## src/rtl/reg_wb_arbiter_pkg.sv

```systemverilog
// Shared constants and types for the register-file write-back arbiter.
package reg_wb_arbiter_pkg;
    localparam int DATA_W = 32;
    localparam int ADDR_W = 5;
    localparam int X0     = 0;

    typedef enum logic {
        GNT_A = 1'b0,
        GNT_B = 1'b1
    } grant_e;
endpackage

```

## src/rtl/rr_arb2.sv

```systemverilog
// Two-way round-robin arbiter; grants are combinational, last_grant is registered.
module rr_arb2
    import reg_wb_arbiter_pkg::*;
(
    input  logic clk,
    input  logic rst,
    input  logic req_a,
    input  logic req_b,
    output logic gnt_a,
    output logic gnt_b
);

    grant_e last_grant;

    // Grants depend only on requests and history, never on the grants themselves.
    always_comb begin
        gnt_a = 1'b0;
        gnt_b = 1'b0;
        if (!rst) begin
            if (req_a && (!req_b || last_grant == GNT_B)) begin
                gnt_a = 1'b1;
            end else if (req_b) begin
                gnt_b = 1'b1;
            end
        end
    end

    always_ff @(posedge clk) begin
        if (rst) begin
            last_grant <= GNT_B;
        end else if (gnt_a) begin
            last_grant <= GNT_A;
        end else if (gnt_b) begin
            last_grant <= GNT_B;
        end
    end

endmodule

```

## src/rtl/reg_wb_arbiter.sv

```systemverilog
// Shares the reg_file write port between ALU (a) and load (b) write-back,
// with one output register stage, x0 suppression and read-port forwarding.
module reg_wb_arbiter
    import reg_wb_arbiter_pkg::*;
#(
    parameter int DATA_W = reg_wb_arbiter_pkg::DATA_W,
    parameter int ADDR_W = reg_wb_arbiter_pkg::ADDR_W,
    parameter int CNT_W  = 16
) (
    input  logic              clk,
    input  logic              rst,
    input  logic              a_valid,
    output logic              a_ready,
    input  logic [ADDR_W-1:0] a_rd,
    input  logic [DATA_W-1:0] a_data,
    input  logic              b_valid,
    output logic              b_ready,
    input  logic [ADDR_W-1:0] b_rd,
    input  logic [DATA_W-1:0] b_data,
    output logic              reg_wrt_en,
    output logic [ADDR_W-1:0] rd,
    output logic [DATA_W-1:0] rd_data,
    input  logic [ADDR_W-1:0] rs_1,
    input  logic [ADDR_W-1:0] rs_2,
    output logic              fwd_1_hit,
    output logic              fwd_2_hit,
    output logic [DATA_W-1:0] fwd_data,
    output logic [CNT_W-1:0]  stall_cnt
);

    localparam logic [ADDR_W-1:0] X0_IDX = ADDR_W'(X0);

    logic stall_evt;

    rr_arb2 u_arb (
        .clk   (clk),
        .rst   (rst),
        .req_a (a_valid),
        .req_b (b_valid),
        .gnt_a (a_ready),
        .gnt_b (b_ready)
    );

    assign stall_evt = (a_valid && !a_ready) || (b_valid && !b_ready);

    // An x0 transfer still completes the handshake; only the write enable is dropped.
    always_ff @(posedge clk) begin
        if (rst) begin
            reg_wrt_en <= 1'b0;
            rd         <= '0;
            rd_data    <= '0;
            stall_cnt  <= '0;
        end else begin
            reg_wrt_en <= 1'b0;
            if (a_ready) begin
                rd         <= a_rd;
                rd_data    <= a_data;
                reg_wrt_en <= (a_rd != X0_IDX);
            end else if (b_ready) begin
                rd         <= b_rd;
                rd_data    <= b_data;
                reg_wrt_en <= (b_rd != X0_IDX);
            end
            if (stall_evt && (stall_cnt != {CNT_W{1'b1}})) begin
                stall_cnt <= stall_cnt + CNT_W'(1);
            end
        end
    end

    // reg_file commits at end of cycle, so same-cycle readers need the bypass.
    assign fwd_1_hit = reg_wrt_en && (rd == rs_1) && (rs_1 != X0_IDX);
    assign fwd_2_hit = reg_wrt_en && (rd == rs_2) && (rs_2 != X0_IDX);
    assign fwd_data  = rd_data;

endmodule

```

## config.mk

```make
export PLATFORM = sky130hd
export DESIGN_NAME = reg_wb_arbiter
export DESIGN_NICKNAME = d
export VERILOG_FILES = /design/src/rtl/reg_wb_arbiter_pkg.sv /design/src/rtl/rr_arb2.sv /design/src/rtl/reg_wb_arbiter.sv
export SDC_FILE = /design/constraint.sdc
export NUM_CORES = 1
export LEC_CHECK = 0
export ABC_CLOCK_PERIOD_IN_PS = 2300
export CORE_ASPECT_RATIO = 1.75
export CORE_MARGIN = 2
export CORE_UTILIZATION = 30
export CTS_CLUSTER_DIAMETER = 100
export CTS_CLUSTER_SIZE = 40
export DETAILED_ROUTE_END_ITERATION = 7
export HOLD_SLACK_MARGIN = 0.08
export PLACE_DENSITY = 0.78
export SYNTH_ARGS = -nofsm -noshare
export SYNTH_HDL_FRONTEND = slang
export SYNTH_SLANG_ARGS = --single-unit
export TNS_END_PERCENT = 100
```

## constraint.sdc

```tcl
create_clock -name clk -period 2.3 [get_ports clk]
set_input_delay 0.69 -clock clk [delete_from_list [all_inputs] [get_ports clk]]
set_output_delay 0.69 -clock clk [all_outputs]
set_load 0.01 [all_outputs]
```

==> reports/qor.yml <==
die:
  dieArea_um2: 10740
  rows: 48
  core_area_um2: 9729
  num_io_pins: 178
  die_x_um: 79.20
  die_height_um: 135.6
  start_util_pct: 30.52
synthesis:
  synth-edff-count: 0
  syn_inst: 334
  ys_types: 40
  syn_area_um2: 2969
  avgSynthCellArea_um2: 8.890
  async_flop_share_pct: 0
  synth_seq_cells: 55
  ys_seq_area_share_pct: 37.08
  synth_flop_cell: "dfxtp_1"
  yosysWarnings: 0
  syn_nets: 423
cts:
  clockBufferDepth: 2
  clk_latency_ns: 0.29
  cts_root_buf: "clkbuf_16"
  cts_tree: "built"
  cts_max_level: 2
  cts.sinks: 55
  clk_pin_slew_ns: 0.07
  ctsHoldBuffers: 0
  cts_made_buffers: 5
grt:
  grtUsageTotal_pct: 17.00
  grt_start_max_net_pins: 65
  grt_pass1_wl_um: 14520
  grt_pass1_vias: 3040
  grt_antenna_before_repair: 0
  grt_overflow: 0
worst_setup_path:
  worst-setup-path-type: "input port to output pin"
  crit_path_max_fanout: 2
  cp.required_ns: 1.61
  r2r_cells: 4
  crit_path_start_kind: "input port"
  critical_path_arrival_ns: 1.55
  crit_path_end_kind: "output pin"
  reg2reg_setup_slack_ns: 0.47
job:
  max_cap_viol_count: 0
min_path:
  hold_path.class: "register to register"
  min_path_cells: 2
route:
  firstDrtPassIters: 4
  wl_um: 9478
  num_vias: 3078
  drtAntennaViolNets: 0
  drc: 0
  wl_per_cell_um: 15.56
  vias_per_cell: 5.054
  drtIter0Drc: 139
timing:
  fmax_ghz: 0.4465
  slew_headroom_pct: 56.98
  period_needed_ns: 2.239
  finalClockSkew_ns: 0.006636
  setup_viol: 0
  hold_slack_ns: 0.5322
  rsz0062_at_grt: "false"
  hold_viol: 0
  slew_viol_final: 0
  setup_tns_ns: 0
  tightestPinTransition_ns: 0.6453
  fin_crit_sh_pct: 97.37
layout:
  antenna_cells: 0
  fin_nets: 572
  fin_util_pct: 50.12
  area_growth_pct: 64.22
  drive_gt1_share_pct: 10.12
placed_design:
  portBuffers: 177
  dpl.hpwl_um: 7237
  globalplace.congestion: 0.8763
power:
  peakVddDrop_v: 0.0003131
  power_density_nw_per_um2: 528.1
  p_leak_nw: 1.877
outcome:
  status: "completed"
[cell usage after synthesis (3+ instances only)]
master    count  area [um^2]
nor4_1        4        25.02
and4_1        3        26.28
nand4_1       5        31.28
a31oi_1       3        18.77
clkbuf_1      8        30.03
a41oi_1       3        26.28
buf_2         6        30.03
nor3_1        9        45.04
nand2b_1      4        25.02
nor2b_1       5        31.28
nand3_1       8        40.04
nand2_1       7        26.28
nor2_1       48        180.2
a21oi_1       5        25.02
o21ai_0       6        30.03
a211oi_1     40        300.3
buf_1         8        30.03
mux2i_1      33        330.3
mux2_2        3        33.78
or4_1         3        22.52
dfxtp_1      55         1101
xor2_1        6        52.55
buf_4        35        262.8
a222oi_1      5        50.05
[critical path: stages]
cell	delay, ns
clkdlybuf4s50_1	0.49
nor3_2	0.05
a21oi_1	0.13
nor2_1	0.06
buf_2	0.13
[placed cells by master, fill, tap and decap left out, types with 2 or more instances in the layout]
master / Yosys / final
clkdlybuf4s50_1: 0 / 161
dfxtp_1: 55 / 55
nor2_1: 48 / 48
a211oi_1: 40 / 40
mux2i_1: 33 / 33
buf_4: 35 / 22
nand3_1: 8 / 8
nand2_1: 7 / 7
xor2_1: 6 / 6
nor3_1: 9 / 6
o21ai_0: 6 / 6
a21oi_1: 5 / 5
nor2b_1: 5 / 5
nand4_1: 5 / 5
a222oi_1: 5 / 5
clkbuf_16: 0 / 5
buf_2: 6 / 5
nand2b_1: 4 / 4
dlygate4sd2_1: 0 / 4
clkdlybuf4s15_1: 0 / 4
nor3_2: 0 / 3
and4_1: 3 / 3
mux2_2: 3 / 3
a41oi_1: 3 / 3
a31oi_1: 3 / 3
nor4_1: 4 / 3
or4_1: 3 / 3
nand3b_1: 2 / 2
xnor2_1: 2 / 2
nand4_2: 2 / 2
and3_1: 2 / 2
or3_1: 2 / 2
dlymetal6s2s_1: 0 / 2
[path summary, 6_finish.rpt]
path,endpoint,startpoint
worst max-delay path,fwd_1_hit,rs_1[4]
worst min-delay path,stall_cnt[5],stall_cnt[5]
worst max register to register,stall_cnt[0],stall_cnt[6]
worst min register to register,stall_cnt[5],stall_cnt[5]
[repair_timing]
action	in CTS	in global routing
setup buffers	1	0
hold endpoints to repair	0	0
setup endpoints to repair	4	2
cloned	0	0
resized for setup	25	9
pin swaps	8	8
[state kept, by name, indices dropped and copies added, names as in the netlist]
name              count
reg_wrt_en            1
u_arb.last_grant      1
fwd_data             32
rd                    5
stall_cnt            16
[cell type report]
type	instances	area [um^2]
fill	913	4853
timing repair buffer	199	1913
multi-input combinational	220	1529
sequential	55	1101
tap	125	156.4
clock buffer	5	125.1
clock inverter	3	43.79
inverter	2	7.507
[stage by stage]
stage / worst slack, ns / power (mW) / std cells / area (um^2)
after floorplan: 0.3407 / 1.371 / 334 / 2969
after global placement: -0.6495 / 1.716 / 600 / 4692
after detailed placement: -0.6404 / 1.730 / 600 / 4692
after CTS: -0.01540 / 2.602 / 609 / 4850
after global routing: 0.004926 / 2.680 / 609 / 4876
final: 0.06053 / 2.575 / 609 / 4876
[power by group]
part	internal (mW)	switching (mW)	total [mW]
Sequential	1.01	0.0611	1.07
Clock	0.514	0.353	0.867
Combinational	0.396	0.239	0.635
Total	1.92	0.653	2.58
[routing by layer]
| layer | share of wire (%) | up-vias | GRT usage, % |
|---|---|---|---|
| met5 | 0 | - | 0 |
| met2 | 55 | 128 | 32.86 |
| met4 | 3.2 | 0 | 7.375 |
| met1 | 36 | 1432 | 17.14 |
| met3 | 5.6 | 24 | 3.267 |
| li1 | - | 1494 | - |
[cell families (layout without fill, tap and decap cells)]
group | Yosys count | after routing | share of synthesized area (%)
compound gates | 66 | 66 | 16.60
xor+xnor | 8 | 8 | 2.360
fa+ha+maj | 2 | 2 | 0.8848
buf+inv | 59 | 209 | 12.14
flops | 55 | 55 | 37.08
mux | 37 | 37 | 12.77
simple gates | 107 | 107 | 18.16
Power figures use the tool's default switching activity.
